--- config.mk ---
export PLATFORM = sky130hd
export DESIGN_NAME = sc_nadder_ctrl
export DESIGN_NICKNAME = d
export VERILOG_FILES = /design/src/rtl/sc_nadder_ctrl.sv
export SDC_FILE = /design/constraint.sdc
export NUM_CORES = 1
export LEC_CHECK = 0
export BUFFER_PORTS_ARGS = -buffer_cell sky130_fd_sc_hd__buf_2
export CAP_MARGIN = 20
export CORE_ASPECT_RATIO = 1.2
export CORE_MARGIN = 4
export CORE_UTILIZATION = 60
export CTS_BUF_LIST = sky130_fd_sc_hd__clkbuf_8
export DETAILED_ROUTE_END_ITERATION = 16
export PLACE_DENSITY = 0.87
export SLEW_MARGIN = 20
export SYNTH_ARGS = -nofsm -noshare
export SYNTH_HDL_FRONTEND = slang
export SYNTH_SLANG_ARGS = --single-unit
--- constraint.sdc ---
create_clock -name clk -period 4.4 [get_ports clk]
set_input_delay 0.22 -clock clk [delete_from_list [all_inputs] [get_ports clk]]
set_output_delay 0.22 -clock clk [all_outputs]
set_load 0.02 [all_outputs]
--- src/rtl/sc_nadder_ctrl.sv ---
`default_nettype none
// ==========================================================================
// sc_nadder_ctrl: run-length sequencer for a mux-based stochastic adder; macro SC_NADDER_CTRL_LFSR_EN
// selects LFSR-driven selects (default: round-robin counter). Revision 1.0
// ==========================================================================
module sc_nadder_ctrl #(
  parameter int          INPUT_STREAMS = 4,
  parameter int          SELECT_WIDTH  = 2,
  parameter int          LENGTH_WIDTH  = 16,
  parameter logic [15:0] SEED          = 16'hACE1
) (
  input  logic                    clk,
  input  logic                    rst_n,
  input  logic                    start,
  input  logic [LENGTH_WIDTH-1:0] length,
  output logic                    busy,
  output logic                    stream_en,
  output logic [SELECT_WIDTH-1:0] sel,
  input  logic                    sum_bit,
  output logic [LENGTH_WIDTH-1:0] result,
  output logic                    result_valid,
  input  logic                    result_ready
);

  typedef enum logic [1:0] {
    IDLE = 2'd0,
    RUN  = 2'd1,
    DONE = 2'd2
  } state_t;

  state_t                  state;
  logic [LENGTH_WIDTH-1:0] remaining;
  logic [LENGTH_WIDTH-1:0] count;
  logic [SELECT_WIDTH-1:0] sel_src;
  logic                    accept;
  logic                    advance;

  if ((INPUT_STREAMS < 2) || ((1 << SELECT_WIDTH) != INPUT_STREAMS)) begin : g_bad_width
    $error("INPUT_STREAMS must be a power of 2 >= 2 and equal 2**SELECT_WIDTH");
  end
  if (SEED == 16'h0000) begin : g_bad_seed
    $error("SEED must be nonzero");
  end

  assign accept  = (state == IDLE) && start && (length != '0);
  assign advance = (state == RUN);

  always_ff @(posedge clk or negedge rst_n) begin
    if (!rst_n) begin
      state        <= IDLE;
      remaining    <= '0;
      count        <= '0;
      result       <= '0;
      busy         <= 1'b0;
      stream_en    <= 1'b0;
      result_valid <= 1'b0;
    end else begin
      case (state)
        IDLE: begin
          if (accept) begin
            remaining <= length;
            count     <= '0;
            busy      <= 1'b1;
            stream_en <= 1'b1;
            state     <= RUN;
          end
        end
        RUN: begin
          count     <= count + LENGTH_WIDTH'(sum_bit);
          remaining <= remaining - LENGTH_WIDTH'(1);
          // Final count edge: capture the total including this cycle's bit.
          if (remaining == LENGTH_WIDTH'(1)) begin
            result       <= count + LENGTH_WIDTH'(sum_bit);
            stream_en    <= 1'b0;
            result_valid <= 1'b1;
            state        <= DONE;
          end
        end
        DONE: begin
          if (result_ready) begin
            busy         <= 1'b0;
            result_valid <= 1'b0;
            state        <= IDLE;
          end
        end
        default: begin
          busy         <= 1'b0;
          stream_en    <= 1'b0;
          result_valid <= 1'b0;
          state        <= IDLE;
        end
      endcase
    end
  end

`ifdef SC_NADDER_CTRL_LFSR_EN
  for (genvar i = 0; i < SELECT_WIDTH; i++) begin : g_lfsr
    localparam int          ROT       = (4 * i) % 16;
    localparam logic [15:0] LANE_SEED = 16'((SEED << ROT) | (SEED >> ((16 - ROT) % 16)));
    logic [15:0] lfsr;

    // Fibonacci x^16+x^14+x^13+x^11+1, one private register per select bit.
    always_ff @(posedge clk or negedge rst_n) begin
      if (!rst_n) begin
        lfsr <= LANE_SEED;
      end else if (accept) begin
        lfsr <= LANE_SEED;
      end else if (advance) begin
        lfsr <= {lfsr[14:0], lfsr[15] ^ lfsr[13] ^ lfsr[12] ^ lfsr[10]};
      end
    end

    assign sel_src[i] = lfsr[0];
  end
`else
  // Wraps modulo INPUT_STREAMS naturally since it is 2**SELECT_WIDTH.
  always_ff @(posedge clk or negedge rst_n) begin
    if (!rst_n) begin
      sel_src <= '0;
    end else if (accept) begin
      sel_src <= '0;
    end else if (advance) begin
      sel_src <= sel_src + SELECT_WIDTH'(1);
    end
  end
`endif

  assign sel = advance ? sel_src : '0;

endmodule
`default_nettype wire

Word level (Yosys, flattened, before mapping)
Index checks and enable logic that the tools add are counted.
W data, S select, Z words.
{"block": "word_totals", "input_bits": 21, "elab_cells": 50, "output_inout_bits": 21, "reg_bits": 55}
{"block": "classes", "n_mux": 18, "n_addsub": 3, "reduce_logical": 12, "bitwise_logic": 3, "eq_ne": 6}
{"operator": "$pmux W16 S2", "n": 2}
{"operator": "$mux W16", "n": 2}
{"operator": "$add A16 B1 Y16", "n": 1}
{"operator": "$eq A16 B1 Y1 const B", "n": 1}
{"operator": "$reduce_bool A16 Y1", "n": 1}
{"operator": "$sub A16 B1 Y16 const B", "n": 1}
{"operator": "$mux W2", "n": 6}
{"operator": "$reduce_and A3 Y1", "n": 4}
{"operator": "$pmux W1 S3", "n": 3}
{"operator": "$pmux W2 S3", "n": 1}
{"operator": "$mux W1", "n": 4}
{"operator": "$ne A2 B2 Y1 const B", "n": 2}
{"operator": "$reduce_and A2 Y1", "n": 2}
{"operator": "$reduce_bool A2 Y1", "n": 2}
{"operator": "$not A1 Y1", "n": 3}
{"operator": "$add A2 B1 Y2 const B", "n": 1}
{"operator": "$eq A2 B1 Y1 const B", "n": 1}
{"operator": "$eq A2 B2 Y1 const B", "n": 1}
{"operator": "$logic_and A1 B1 Y1", "n": 2}
{"operator": "$logic_not A2 Y1", "n": 1}
{"operator": "$ne A2 B1 Y1 const B", "n": 1}

Longest topological paths before layout
{"block": "depth", "depth_word": 5, "mapped_depth": 7, "ltp_nobuf": 7}

Worst setup path before layout
No wires, ideal clock.
{"block": "synth_path", "path_type": "register -> register", "from": "register count[0]", "to": "register count[14]", "setup_time_ps": 132, "period_less_slack_ps": 1894, "arrival_time_ps": 1762, "slack_ps": 2506, "path_stages_with_launch": 8, "required_time_ps": 4268, "path_buffers": 0, "cell_sequence": "dfrtp_1 > ha_1 > ha_1 > nand4_1 > nor3_1 > a31oi_1 > o21ai_0 > o31ai_1"}
{"block": "synth_via", "elab_chain_cells": 2}
{"element": "from (decl)", "line": "33", "source": "logic [LENGTH_WIDTH-1:0] count;"}
{"element": "from (signal assigned)", "line": "69", "source": "count <= count + LENGTH_WIDTH'(sum_bit);"}
{"element": "$add A16 B1 Y16", "line": "69"}
{"element": "$pmux W16 S2", "line": "58", "source": "case (state)"}
Every way passes these cells.
A chain may end at the register's enable or synchronous reset.

Final worst setup path
Ends and elaborated chain as after synthesis.

==> summary.md <==
| Metric | Value |
|---|---|
| Clock Power Share | around 24% |
| Initial DRC count | slightly below 200 |
| XOR/XNOR Fraction of Synth Area | approximately 4.6% |
| Worst hold path type | in -> async |
| Worst r2r dst | count[14]$_DFFE_PN0P_ |
| Ys async rst share | 100.0% |
| Min cycle time layout | around 2300 ps |
| Period Utilization, post-route | approximately half |
| Die area | around 6000 µm² |
| Clock Path Buffers | 2 |
| Startpoint Class | register |
| Sw Pwr | just under 500 µW |
| ANT cells | 0 |
| Fillcell total | 380 |
| Peak supply drop | 0.4364 mV |
| DRC viols | 0 |
| Starting density of the core | ~62% |
| Crit path top cell by count | ha_1 |
| Cell breakdown of the critical path | ha_1 -> ha_1 -> nand4_1 -> nor3_1 -> a31oi_1 -> o21ai_0 -> o31ai_1 |
| Vias in the first global route | between 2k and 2.5k |
| Yosys reg bits | 55 |
| Routed len/inst | about 15 µm |
| Worst-margin pin slew | about 940 ps |
| All-Layer GR Usage | a little under a quarter |
| IO buf count | 41 |
| Unique masters post-synth | between 40 and 50 |
| Fmax | approximately 0.44 GHz |
| Total congestion overflow | 0 |
| Final Hold Viols | 0 |
| Share of power burned in registers | approximately half |
| Status | finished clean |
| Synth Flop Type | dfrtp_1 |
| CTS root buf | clkbuf_8 |
| Critical path class | reg -> reg |
| Core ar. | 4594 µm² |
| Gate power share | between 20% and 30% |
| Critical Path AT | approximately 2500 ps |
| Largest area contributor in the netlist | dfrtp_1 |
| ANT nets after route | 0 |
| Slowest stage delay, CP | ~710 ps |
| Yosys warning count | 0 |
| Critical path endpoint category | register |
| Die width | a little over 70 µm |
| Critical path's slowest cell | nor3_1 |
| GPL Wtd Cong | a little over 0.8 |
| Setup Skew | roughly 16 ps |
| Worst rel slew slack | 37.05% |
| Crit path buf inv count | 0 |
| Simple-Gate Fraction of Synth Area | between 20% and 30% |
| Total CTS buffers | 5 |
| Internal power | about 950 µW |
| Clock insertion delay at the later pin of the skew report | 320 ps |
| RSZ-0062 raised after global routing | no |
| Drt via density | ~6 |
| Layout Nets | around 370 |
| Post-synthesis cell area | between 2000 and 3000 µm² |
| Placed inst area | 3067 µm² |
| Depth of the CTS H-tree | 2 |
| Initial antenna violation count | 0 |
| Clock slew at reported path FFs | approximately 110 ps |
| Layout cells sized above 1 | a little under a fifth |
| Area fraction of the dominant cell type after synthesis | 48.29% |
| DR vias | ~2.5k |
| Adder-cell area share of the yosys netlist | 1.756% |
| CP required | 4570 ps |
| Lkg Pwr | approximately 1.4 nW |
| Final slew viol count | 0 |
| Post-Syn Area per Cell | between 9 and 10 µm² |
| R2r setup slk | 2120 ps |
| Top-level I/O count | 42 |
| Mux contribution to synthesized area | 0.9219% |
| Syn Nets | 340 |
| Setup TNS | 0 ps |
| Post-cts resize count | 0 |
| Register area share after synthesis | 48.29% |
| Compound-gate portion of the synthesized area | between 10% and 20% |
| Site Rows | 27 |
| First-pass GRT wire length | between 10000 and 15000 µm |
| Layout area overhead | 11.72% |
| Hold_buf cts | 0 |
| Die Ht | about 84 µm |
| Final core utilization | between 60% and 70% |
| Critical path's top delay family | simple AND/OR/NAND/NOR gates |
| Top cells by area, synth | dfrtp_1 (48%), nand2_1 (5.9%), o21ai_0 (5.3%) |
| Cells on worst reg2reg path | 7 |
| FF-to-FF Start | count[0]$_DFFE_PN0P_ |
| Finished Cell Area | around 3200 µm² |
| Switching part of the total | between 30% and 40% |
| Postcts setup bufs | 0 |
| Hold slack | just under 6 ps |
| Post-synth EDFFs | 0 |
| CTS tree | yes |
| Worst-path maximum fanout | 7 |
| Max_cap viols | 0 |
| Largest net degree at the start of global routing | 56 |
| Dpl hpwl | 4291 µm |
| Post-Syn Instances | 315 |
| Final setup violation count | 0 |
| Num Clock Sinks | between 50 and 60 |
| Total Wirelength | between 6000 and 7000 µm |
| DR pass1 iterations | 4 |
| Largest family of logic cells by synthesized area | simple AND/OR/NAND/NOR gates |
| PwrDens | 452.1 nW/µm² |
-- layout make-up --
class / instances / area, µm² / area share (%)
Multi-Input combinational cell: 236 / 1379 / 43.30
Sequential cell: 55 / 1376 / 43.22
Timing Repair Buffer: 43 / 220.2 / 6.916
Clock buffer: 6 / 82.58 / 2.593
Tap cell: 58 / 72.57 / 2.279
Clock inverter: 2 / 35.03 / 1.100
Inverter: 5 / 18.77 / 0.5894
-- cells by family (layout without fill, tap and decap cells) --
group / count (synthesis) / count (layout)
AOI/OAI and AO/OA: 77 / 77
adders and majority gates: 4 / 4
buffers and inverters: 24 / 56
xor gates and xnor gates: 15 / 15
DFF: 55 / 55
and+or+nand+nor: 138 / 138
muxes: 2 / 2
-- cells in the mapped netlist, drive strengths merged, types with 2 or more instances --
master  count
a21oi      11
a31oi      13
a211oi      3
xnor2       8
inv         5
clkbuf     11
a41oi       2
nand3b      2
o211ai      6
a221oi      2
ha          4
buf         8
dfrtp      55
nor4        8
nand4       7
and3        2
or4         3
nand3      22
o221a       3
nor2       32
nand2      45
o31ai       2
mux2        2
o21ai      31
and2        3
xor2        7
nor3       10
-- placed cells by master, fill, tap and decap left out, types with 5 or more instances in the layout --
cell type  instances
xnor2_1            8
dfrtp_1           55
inv_1              5
o21ai_0           30
nor4_1             6
o211ai_1           6
buf_2             41
nor2_1            31
xor2_1             7
nand4_1            7
nor3_1            10
nand3_1           21
a31oi_1           13
a21oi_1           11
clkbuf_8           6
nand2_1           45
-- per-layer routing --
layer / share of wire, % / up-vias / global-route usage, % / wire length [µm]
met2: 47 / 91 / 36.12 / 2967
met3: 6.4 / 17 / 4.096 / 399
met1: 44 / 1180 / 29.86 / 2721
met5: 0 / - / 0 / 0
li1: - / 1193 / - / -
met4: 2.6 / 0 / 10.09 / 163
-- metrics by stage --
stage               total power, mW  setup WS (ps)  std cells
global route                  1.527           1872        405
detailed placement            1.092           2076        397
finish                        1.440           2120        405
floorplan                    0.9839           2506        315
CTS                           1.441           2132        405
global placement              1.070           2170        397
-- state kept, by name, summed over array words and instances, names as in the netlist --
name and flops:
sel_src 2, busy 1, state 2, count 16, stream_en 1, remaining 16, result_valid 1, result 16
-- power groups by stage --
stage / clock network [mW] / logic (mW) / registers (mW)
floorplan: 0 / 0.285 / 0.699
finish: 0.349 / 0.361 / 0.729
detailed placement: 0 / 0.358 / 0.734
global route: 0.375 / 0.410 / 0.742
CTS: 0.355 / 0.361 / 0.725
global placement: 0 / 0.343 / 0.727
-- worst max-delay path by stage --
stage | slack, ps | cells past startpoint | end | startpoint
after floorplan | 2510 | 7 | count[14]$_DFFE_PN0P_ | count[0]$_DFFE_PN0P_
after detailed placement | 2080 | 6 | count[3]$_DFFE_PN0P_ | length[14]
after CTS | 2130 | 5 | result[15]$_DFFE_PN0P_ | remaining[4]$_DFFE_PN0P_
final | 2120 | 7 | count[14]$_DFFE_PN0P_ | count[0]$_DFFE_PN0P_
after global placement | 2170 | 6 | count[7]$_DFFE_PN0P_ | length[14]
after global routing | 1870 | 7 | count[12]$_DFFE_PN0P_ | count[0]$_DFFE_PN0P_
Power figures use the tool's default switching activity.
